$ cat src/rtl/alu_4_bit_pkg.sv
`default_nettype none
// ============================================================================
// Module   : alu_4_bit_pkg
// Purpose  : Opcode encodings, operand width default and opcode helpers for
//            the registered 4-bit signed ALU.
// Revision : 1.0 - initial release
// ============================================================================
package alu_4_bit_pkg;

  localparam int WIDTH_DEFAULT = 4;

  typedef logic [2:0] alu_op_t;

  // Bit 2 doubles as Binvert/carry-in, so SUB and SLT sit in the upper half.
  localparam alu_op_t OP_AND  = 3'b000;
  localparam alu_op_t OP_OR   = 3'b001;
  localparam alu_op_t OP_ADD  = 3'b010;
  localparam alu_op_t OP_NAND = 3'b011;
  localparam alu_op_t OP_NOR  = 3'b100;
  localparam alu_op_t OP_RSVD = 3'b101;
  localparam alu_op_t OP_SUB  = 3'b110;
  localparam alu_op_t OP_SLT  = 3'b111;

  function automatic logic is_arith(input alu_op_t op);
    return (op == OP_ADD) || (op == OP_SUB) || (op == OP_SLT);
  endfunction

endpackage
`default_nettype wire

$ cat src/rtl/alu_1bit_slice.sv
`default_nettype none
// ============================================================================
// Module   : alu_1bit_slice
// Purpose  : One bit of the ALU: logic ops, full adder with B inversion and
//            the SLT "less" pass-through. Set/overflow are used on the MSB.
// Revision : 1.0 - initial release
// ============================================================================
module alu_1bit_slice
  import alu_4_bit_pkg::*;
(
  input  logic       a,
  input  logic       b,
  input  logic       binvert,
  input  logic       cin,
  input  logic       less,
  input  logic [2:0] op,
  output logic       result,
  output logic       cout,
  output logic       set,
  output logic       overflow
);

  logic w_b_eff;
  logic w_sum;

  assign w_b_eff  = b ^ binvert;
  assign w_sum    = a ^ w_b_eff ^ cin;
  assign cout     = (a & w_b_eff) | (a & cin) | (w_b_eff & cin);
  assign set      = w_sum;
  // Only meaningful on the MSB: carry in versus carry out.
  assign overflow = cin ^ cout;

  // Logic ops use the raw B; only the adder sees the inverted operand.
  always_comb begin
    result = 1'b0;
    case (op)
      OP_AND:  result = a & b;
      OP_OR:   result = a | b;
      OP_ADD:  result = w_sum;
      OP_NAND: result = ~(a & b);
      OP_NOR:  result = ~(a | b);
      OP_RSVD: result = 1'b0;
      OP_SUB:  result = w_sum;
      OP_SLT:  result = less;
      default: result = 1'b0;
    endcase
  end

endmodule
`default_nettype wire

$ cat src/rtl/alu_4_bit.sv
`default_nettype none
// ============================================================================
// Module   : alu_4_bit
// Purpose  : Registered 4-bit signed ALU (AND/OR/NAND/NOR/ADD/SUB/SLT) with
//            Zero and signed Overflow flags, one cycle latency.
//            Define ALU_4_BIT_SLT_SIGNED_FIX_EN for an overflow-corrected SLT.
// Revision : 1.0 - initial release
// ============================================================================
module alu_4_bit
  import alu_4_bit_pkg::*;
#(
  parameter int WIDTH = WIDTH_DEFAULT
) (
  input  logic             clk,
  input  logic             rst,
  input  logic [WIDTH-1:0] A,
  input  logic [WIDTH-1:0] B,
  input  logic [2:0]       Operation,
  output logic [WIDTH-1:0] Result,
  output logic             Zero,
  output logic             Overflow
);

  logic [WIDTH-1:0] w_result;
  logic             w_msb_set;
  logic             w_msb_ovf;
  logic             w_slt_bit;
  logic             w_zero;
  logic             w_overflow;

  logic [WIDTH-1:0] r_result;
  logic             r_zero;
  logic             r_overflow;

  for (genvar i = 0; i < WIDTH; i++) begin : g_slice
    logic w_cin;
    logic w_res;

    if (i == 0) begin : g_cin_lsb
      assign w_cin = Operation[2];
    end else begin : g_cin_chain
      assign w_cin = g_slice[i-1].g_low.w_cout;
    end

    if (i == WIDTH - 1) begin : g_msb
      logic w_unused_cout;
      alu_1bit_slice u_slice (
        .a        (A[i]),
        .b        (B[i]),
        .binvert  (Operation[2]),
        .cin      (w_cin),
        .less     (1'b0),
        .op       (Operation),
        .result   (w_res),
        .cout     (w_unused_cout),
        .set      (w_msb_set),
        .overflow (w_msb_ovf)
      );
    end else begin : g_low
      logic w_cout;
      logic w_unused_set;
      logic w_unused_ovf;
      // The SLT set bit feeds the LSB only; upper bits read zero.
      alu_1bit_slice u_slice (
        .a        (A[i]),
        .b        (B[i]),
        .binvert  (Operation[2]),
        .cin      (w_cin),
        .less     ((i == 0) ? w_slt_bit : 1'b0),
        .op       (Operation),
        .result   (w_res),
        .cout     (w_cout),
        .set      (w_unused_set),
        .overflow (w_unused_ovf)
      );
    end

    assign w_result[i] = w_res;
  end

`ifdef ALU_4_BIT_SLT_SIGNED_FIX_EN
  assign w_slt_bit = w_msb_set ^ w_msb_ovf;
`else
  assign w_slt_bit = w_msb_set;
`endif

  assign w_zero     = ~|w_result;
  assign w_overflow = is_arith(Operation) & w_msb_ovf;

  always_ff @(posedge clk or posedge rst) begin
    if (rst) begin
      r_result   <= '0;
      r_zero     <= 1'b1;
      r_overflow <= 1'b0;
    end else begin
      r_result   <= w_result;
      r_zero     <= w_zero;
      r_overflow <= w_overflow;
    end
  end

  assign Result   = r_result;
  assign Zero     = r_zero;
  assign Overflow = r_overflow;

endmodule
`default_nettype wire

$ cat config.mk
export PLATFORM = sky130hd
export DESIGN_NAME = alu_4_bit
export DESIGN_NICKNAME = d
export VERILOG_FILES = /design/src/rtl/alu_4_bit_pkg.sv /design/src/rtl/alu_1bit_slice.sv /design/src/rtl/alu_4_bit.sv
export SDC_FILE = /design/constraint.sdc
export NUM_CORES = 1
export LEC_CHECK = 0
export BUFFER_PORTS_ARGS = -buffer_cell sky130_fd_sc_hd__buf_4
export CAP_MARGIN = 20
export CELL_PAD_IN_SITES_DETAIL_PLACEMENT = 0
export CELL_PAD_IN_SITES_GLOBAL_PLACEMENT = 2
export CORE_UTILIZATION = 30
export DETAILED_ROUTE_END_ITERATION = 10
export PLACE_DENSITY_LB_ADDON = 0.25
export SYNTH_ARGS = -nofsm -noshare
export SYNTH_HDL_FRONTEND = slang
export SYNTH_HIERARCHICAL = 1
export SYNTH_SLANG_ARGS = --single-unit
$ cat constraint.sdc
create_clock -name clk -period 1.5 [get_ports clk]
set_input_delay 0.3 -clock clk [delete_from_list [all_inputs] [get_ports clk]]
set_output_delay 0.3 -clock clk [all_outputs]
set_load 0.1 [all_outputs]
==> metrics.md, run 1 <==
| Metric | Value |
|---|---|
| Met1 Use GR | `22.8%` |
| Critical Path RT | `1660 ps` |
| H-tree Lvls | `1` |
| Pre-CTS WS | `-1400 ps` |
| Pre-antenna DRT Iters | `7` |
| Commonest non-fill, non-tap cells in the layout | `29 x buf_4, 6 x inv_1, 5 x dfrtp_1, 5 x o21ai_0, 5 x xor2_1` |
| Starting Density | `33.5%` |
| PortBufs | `18` |
| N_diodes | `0` |
| Synthesized area | `523 µm²` |
| GR Overflow Total | `0` |
| All-Layer GR Usage | `15.6%` |
| I/O Pins | `19` |
| Layout cell share with drive strength beyond 1 | `52.7%` |
| Final Hold Fails | `0` |
| Worst hold path class | `in2reg` |
| Area Growth Syn to Fin | `68.4%` |
| Final instance area | `881 µm²` |
| Fin nets | `109` |
| Hold WS | `349 ps` |
| Yosys warns | `6` |
| Status | `finished with violations` |
| CP Data Arrival Time | `2770 ps` |
| Max clock buf depth | `2` |
| Met3 usage | `6.67%` |
| Worst setup margin | `-1110 ps` |
| Post-Synthesis Cells | `53` |
| Cell row count | `14` |
| Hold Crit Depth | `2` |
| CTS tree | `done` |
| Sw Ratio | `44.7%` |
| Gate power share | `56.2%` |
| Die area | `0.00191 mm²` |
| Clock network power share | `20.1%` |
| Most Crowded Layer GR | `met1` |
| WL/cell | `11.9 µm` |
| CP startpoint kind | `input pin` |
| Violated checks | `design-rule violations, negative setup slack` |
| Root buf cell | `clkbuf_4` |
| Vias/cell | `5.21` |
| Setup-failing EPs final | `6` |
| Crit. Startpoint | `Operation[2]` |
| Leak | `0.392 nW` |
| Commonest non-fill, non-tap cell in the layout | `buf_4` |
| Worst-path clk slew | `50 ps` |
| Chip height | `43.8 µm` |
| Total vias in the final route | `557` |
| Hpwl dp | `952 µm` |
| Pwr dens | `909 mW/mm²` |
| Max-cap violations | `0` |
| Max Freq | `383 MHz` |
| Seq pwr share | `23.7%` |
| Power Internal | `0.443 mW` |
| Worst IR Drop VDD | `0.811 mV` |
| Global-route wire length before repair | `2160 µm` |
| Psw | `0.358 mW` |
| RSZ-0062 raised after global routing | `true` |
| Total Power | `0.801 mW` |
| WL final | `1270 µm` |
| Post-layout util | `56.5%` |
| Period minus WS final | `2610 ps` |
| TritonCTS buffer count | `3` |
| DRC Markers | `2` |
| DRT iter0 DRCs | `13` |
| Vias in the first global route | `507` |
| Crit share post-route | `174%` |
| Post-DRT Antenna Nets | `0` |
| Antenna violations before repair | `0` |
| Critical path capture point type | `register` |
| Largest net degree at the start of global routing | `21` |
| Mean post-synth cell area | `9.87 µm²` |
| Kind of critical path | `in2reg` |
| Clock Sinks | `6` |
| Worst Hold Path EP | `Overflow` |
| Post-DP Area | `817 µm²` |
| Die W | `43.8 µm` |
| GR Util met2 | `21.2%` |
| Max FO, Critical Path | `3` |
| Slew Viols, Final | `0` |
| Core area | `0.00156 mm²` |
| Critical hold path startpoint | `Operation[0]` |
| Gpl congestion | `0.732` |
flip-flops by register name, summed over array words and instances (netlist names):
signal,cells
Result,4
Overflow,1
Zero,1
per-layer routing:
metal	share of wire, %	wire length, µm
met1	51	655
met4	0	0
met2	43	552
met5	0	0
met3	5.1	65
how the worst max path moves through the flow:
stage | end | slack, ps
5_1_grt | Zero | -1210
3_5_place_dp | Zero | -1400
6_report | Zero | -1110
2_1_floorplan | Zero | -1150
4_1_cts | Zero | -1130
3_3_place_gp | Zero | -1370
what timing repair did:
| action | CTS | global route |
|---|---|---|
| hold endpoints to repair | 5 | 0 |
| setup buffers | 0 | 0 |
| endpoints found under the setup margin | 6 | 6 |
| gates resized for setup | 3 | 4 |
| hold buffers | 1 | 0 |
| pin swaps | 1 | 3 |
cell type report:
type,instances,area (µm²)
sequential,6,151
tap,16,20.0
clock buffer,4,26.3
multi-input combinational,43,410
timing repair buffer,32,250
fill,146,678
inverter,6,22.5
power by group through the flow:
stage | logic [mW] | registers (mW) | clock network [mW]
2_1_floorplan | 0.120 | 0.356 | 0
3_3_place_gp | 0.431 | 0.192 | 0
3_5_place_dp | 0.432 | 0.193 | 0
4_1_cts | 0.443 | 0.190 | 0.169
5_1_grt | 0.484 | 0.191 | 0.181
6_report | 0.450 | 0.190 | 0.161
worst max-delay path, cell delays in order:
cell and delay (ps):
buf_6 100, xor2_1 160, fa_2 350, fa_2 370, fa_2 390, fa_2 600, o32ai_2 80, a221oi_2 250
buf_4 150, nor4_2 30
per-stage QoR:
stage	TNS (ps)	std cells
2_1_floorplan	-5120	55
3_3_place_gp	-6400	102
3_5_place_dp	-6510	102
4_1_cts	-4840	107
5_1_grt	-5110	107
6_report	-4640	107
No activity file was read; power rests on OpenSTA's default activity.
==> run 2, diff against run 1 <==
--- a/config.mk
+++ b/config.mk
@@ -9,10 +9,9 @@
 export CAP_MARGIN = 20
 export CELL_PAD_IN_SITES_DETAIL_PLACEMENT = 0
 export CELL_PAD_IN_SITES_GLOBAL_PLACEMENT = 2
-export CORE_UTILIZATION = 30
+export CORE_UTILIZATION = 29
 export DETAILED_ROUTE_END_ITERATION = 10
 export PLACE_DENSITY_LB_ADDON = 0.25
 export SYNTH_ARGS = -nofsm -noshare
 export SYNTH_HDL_FRONTEND = slang
-export SYNTH_HIERARCHICAL = 1
 export SYNTH_SLANG_ARGS = --single-unit
==> run 2 against run 1 <==
Effect of this change: the run ends with negative setup slack left; hold slack better by 68 ps; sequential share of layout area up 0.37 points; first-iteration DRC count down 7.7%; setup slack better by 470 ps; cell count up 7.5%; sequential power up 2%; critical endpoint unchanged; largest power group unchanged.
==> metrics.md, run 2 <==
| Metric | Value |
|---|---|
| Post-layout util | `49.4% (-7.1 points)` |
| Yosys warns | `0 (-6)` |
| Crit share post-route | `143% (-31 points)` |
| Bufs and invs on worst path | `2 (unchanged)` |
| Crit. Startpoint | `B[1]` |
| Fillers | `196 (+34%)` |
| Yosys top cell by area | `dfrtp_1` |
| Fin nets | `107 (-1.8%)` |
| CTS tree | `done` |
| Max stage delay on crit path | `420 ps (-180 ps)` |
| Synthesized area | `546 µm² (+4.3%)` |
| Yosys top cell area share | `22.9%` |
| WL final | `1230 µm (-3.8%)` |
| Hold Crit Depth | `2 (unchanged)` |
| Max FO, Critical Path | `2 (-1)` |
| Root buf cell | `clkbuf_4` |
| Max clock buf depth | `2 (unchanged)` |
| WL/cell | `10.7 µm (-11%)` |
| Worst IR Drop VDD | `0.625 mV (-23%)` |
| FFs w/ async S/R, synth | `100%` |
| N_diodes | `0 (unchanged)` |
| Mean post-synth cell area | `9.41 µm² (-4.7%)` |
| Most used cell, CP | `fa_2` |
| Leak | `0.390 nW (-0.64%)` |
| Synth top cells by count | `7 x inv_1, 5 x dfrtp_1` |
| Critical Path RT | `1650 ps (about the same)` |
| Die W | `45.4 µm (+3.7%)` |
| PortBufs | `18 (unchanged)` |
| CP Data Arrival Time | `2290 ps (-480 ps)` |
| Largest register FFs | `4 (unchanged)` |
| Commonest non-fill, non-tap cell in the layout | `buf_4` |
| Critical hold path startpoint | `Operation[0]` |
| Max-cap violations | `0 (unchanged)` |
| Worst-margin pin slew | `362 ps` |
| Worst setup margin | `-639 ps (+470 ps)` |
| Clock Sinks | `6 (unchanged)` |
| Dominant cell by count in the synthesized netlist | `inv_1` |
| Total vias in the final route | `534 (-4.1%)` |
| Worst Hold Path EP | `Result[3]` |
| Worst-path clk slew | `50 ps (about the same)` |
| Setup-failing EPs final | `5 (-1)` |
| Violated checks | `negative setup slack` |
| Die area | `0.00206 mm² (+7.5%)` |
| Storage cell area | `151 µm² (unchanged)` |
| Final Hold Fails | `0 (unchanged)` |
| Layout cell share with drive strength beyond 1 | `52.2% (-0.53 points)` |
| Vias in the first global route | `496 (-2.2%)` |
| TritonCTS buffer count | `3 (unchanged)` |
| Post-Synthesis Cells | `58 (+9.4%)` |
| Syn_nets | `74` |
| Status | `finished with violations` |
| CP max stage cell | `fa_1` |
| Worst hold path class | `in2reg` |
| CP startpoint kind | `input pin` |
| Post-DRT Antenna Nets | `0 (unchanged)` |
| GR Overflow Total | `0 (unchanged)` |
| Sequential area share after synthesis | `27.8%` |
| Global-route wire length before repair | `2110 µm (-2.2%)` |
| #FFs+latches synth | `6` |
| Post-synth EDFFs | `0` |
| CP cell instances | `buf_8 > xnor2_4 > fa_2 > fa_2 > inv_2 > fa_1 > a21oi_2 > o221ai_2 > nor4_2` |
| Vias/cell | `4.64 (-11%)` |
| Gpl congestion | `0.714 (-2.5%)` |
| Top FF cell, synth | `dfrtp_1` |
| Crit path max-delay family | `adder cells` |
| Critical path capture point type | `register` |
| Antenna violations before repair | `0 (unchanged)` |
| Starting Density | `31.3% (-2.3 points)` |
| Total Power | `0.788 mW (-1.6%)` |
| Core area | `0.00175 mm² (+12%)` |
| Period minus WS final | `2140 ps (-470 ps)` |
| DRT iter0 DRCs | `12 (-1)` |
| H-tree Lvls | `1 (unchanged)` |
| Largest net degree at the start of global routing | `13 (-38%)` |
| Max Freq | `467 MHz (+22%)` |
| Pwr dens | `914 mW/mm² (+0.54%)` |
| Slew Viols, Final | `0 (unchanged)` |
| Chip height | `45.4 µm (+3.7%)` |
| Slew headroom | `75.5%` |
| Commonest non-fill, non-tap cells in the layout | `29 x buf_4, 5 x dfrtp_1, 5 x inv_1` |
| Cell row count | `15 (+1)` |
| Pre-antenna DRT Iters | `4 (-3)` |
| Multi-input logic area | `373 µm² (-9.1%)` |
| Cell variety after synth | `29` |
| Hpwl dp | `976 µm (+2.6%)` |
| Area Growth Syn to Fin | `58.0%` |
| I/O Pins | `19 (unchanged)` |
| RSZ-0062 raised after global routing | `true` |
| All-Layer GR Usage | `14.1% (-1.5 points)` |
| Synth top area cells | `dfrtp_1 23%, fa_1 11%, dfstp_2 4.8%, inv_1 4.8%, nor4b_1 4.8%` |
| DRC Markers | `0 (-2)` |
| Kind of critical path | `in2reg` |
## run 2: layout make-up
class | instances | area share [%]
Clock buffer | 4 | 3.05
Tap cell | 25 | 3.63
Multi-Input combinational cell | 41 | 43.3
Sequential cell | 6 | 17.6
Inverter | 7 | 3.05
Timing Repair Buffer | 32 | 29.5
## run 2: power breakdown
group          switching [mW]  leakage [nW]  internal, mW  total, mW
clock network          0.0565        0.0150         0.101      0.157
registers             0.00573        0.0733         0.188      0.194
logic                   0.288         0.302         0.149      0.437
total                   0.350         0.390         0.438      0.788
## run 2: metal layers
metal | global-route usage (%) | wire length (µm)
met5 | 0 | 0
met1 | 20.5 | 590
met2 | 20.9 | 584
met3 | 5.95 | 50
met4 | 0 | 0
## run 2: worst max-delay path by stage
| stage | slack (ps) | to | cells after the start |
|---|---|---|---|
| after floorplan | -800 | Zero | 9 |
| after global placement | -900 | Zero | 9 |
| after detailed placement | -940 | Zero | 9 |
| after CTS | -650 | Zero | 9 |
| after global routing | -760 | Zero | 10 |
| final | -640 | Zero | 9 |
## run 2: what timing repair did
| item | CTS | global route |
|---|---|---|
| setup buffers | 0 | 1 |
| hold endpoints to repair | 5 | 0 |
| setup endpoints to repair | 5 | 5 |
| pin swaps | 0 | 0 |
| resized for setup | 3 | 2 |
| hold buffers | 1 | 0 |
## run 2: cell families (layout without fill, tap and decap cells)
kind of cell | count (synthesis) | after routing | share of synthesized area [%]
AND/OR/NAND/NOR | 19 | 19 | 24.8
AO/OA/AOI/OAI | 13 | 13 | 17.0
buffers and inverters | 11 | 43 | 9.63
flip-flops | 6 | 6 | 27.8
XOR/XNOR | 5 | 5 | 8.03
adder cells (fa/ha/maj) | 3 | 3 | 11.0
multiplexers | 1 | 1 | 1.83
## run 2: through the flow
step	setup TNS (ps)	hold WS (ps)	instances	setup slack, ps	instance area, µm²
after global routing	-2360	433	115	-756	862
after floorplan	-2780	90.2	58	-804	588
after global placement	-3470	221	109	-902	803
after CTS	-1960	406	114	-650	851
after detailed placement	-3570	234	109	-941	803
final	-1930	417	115	-639	862
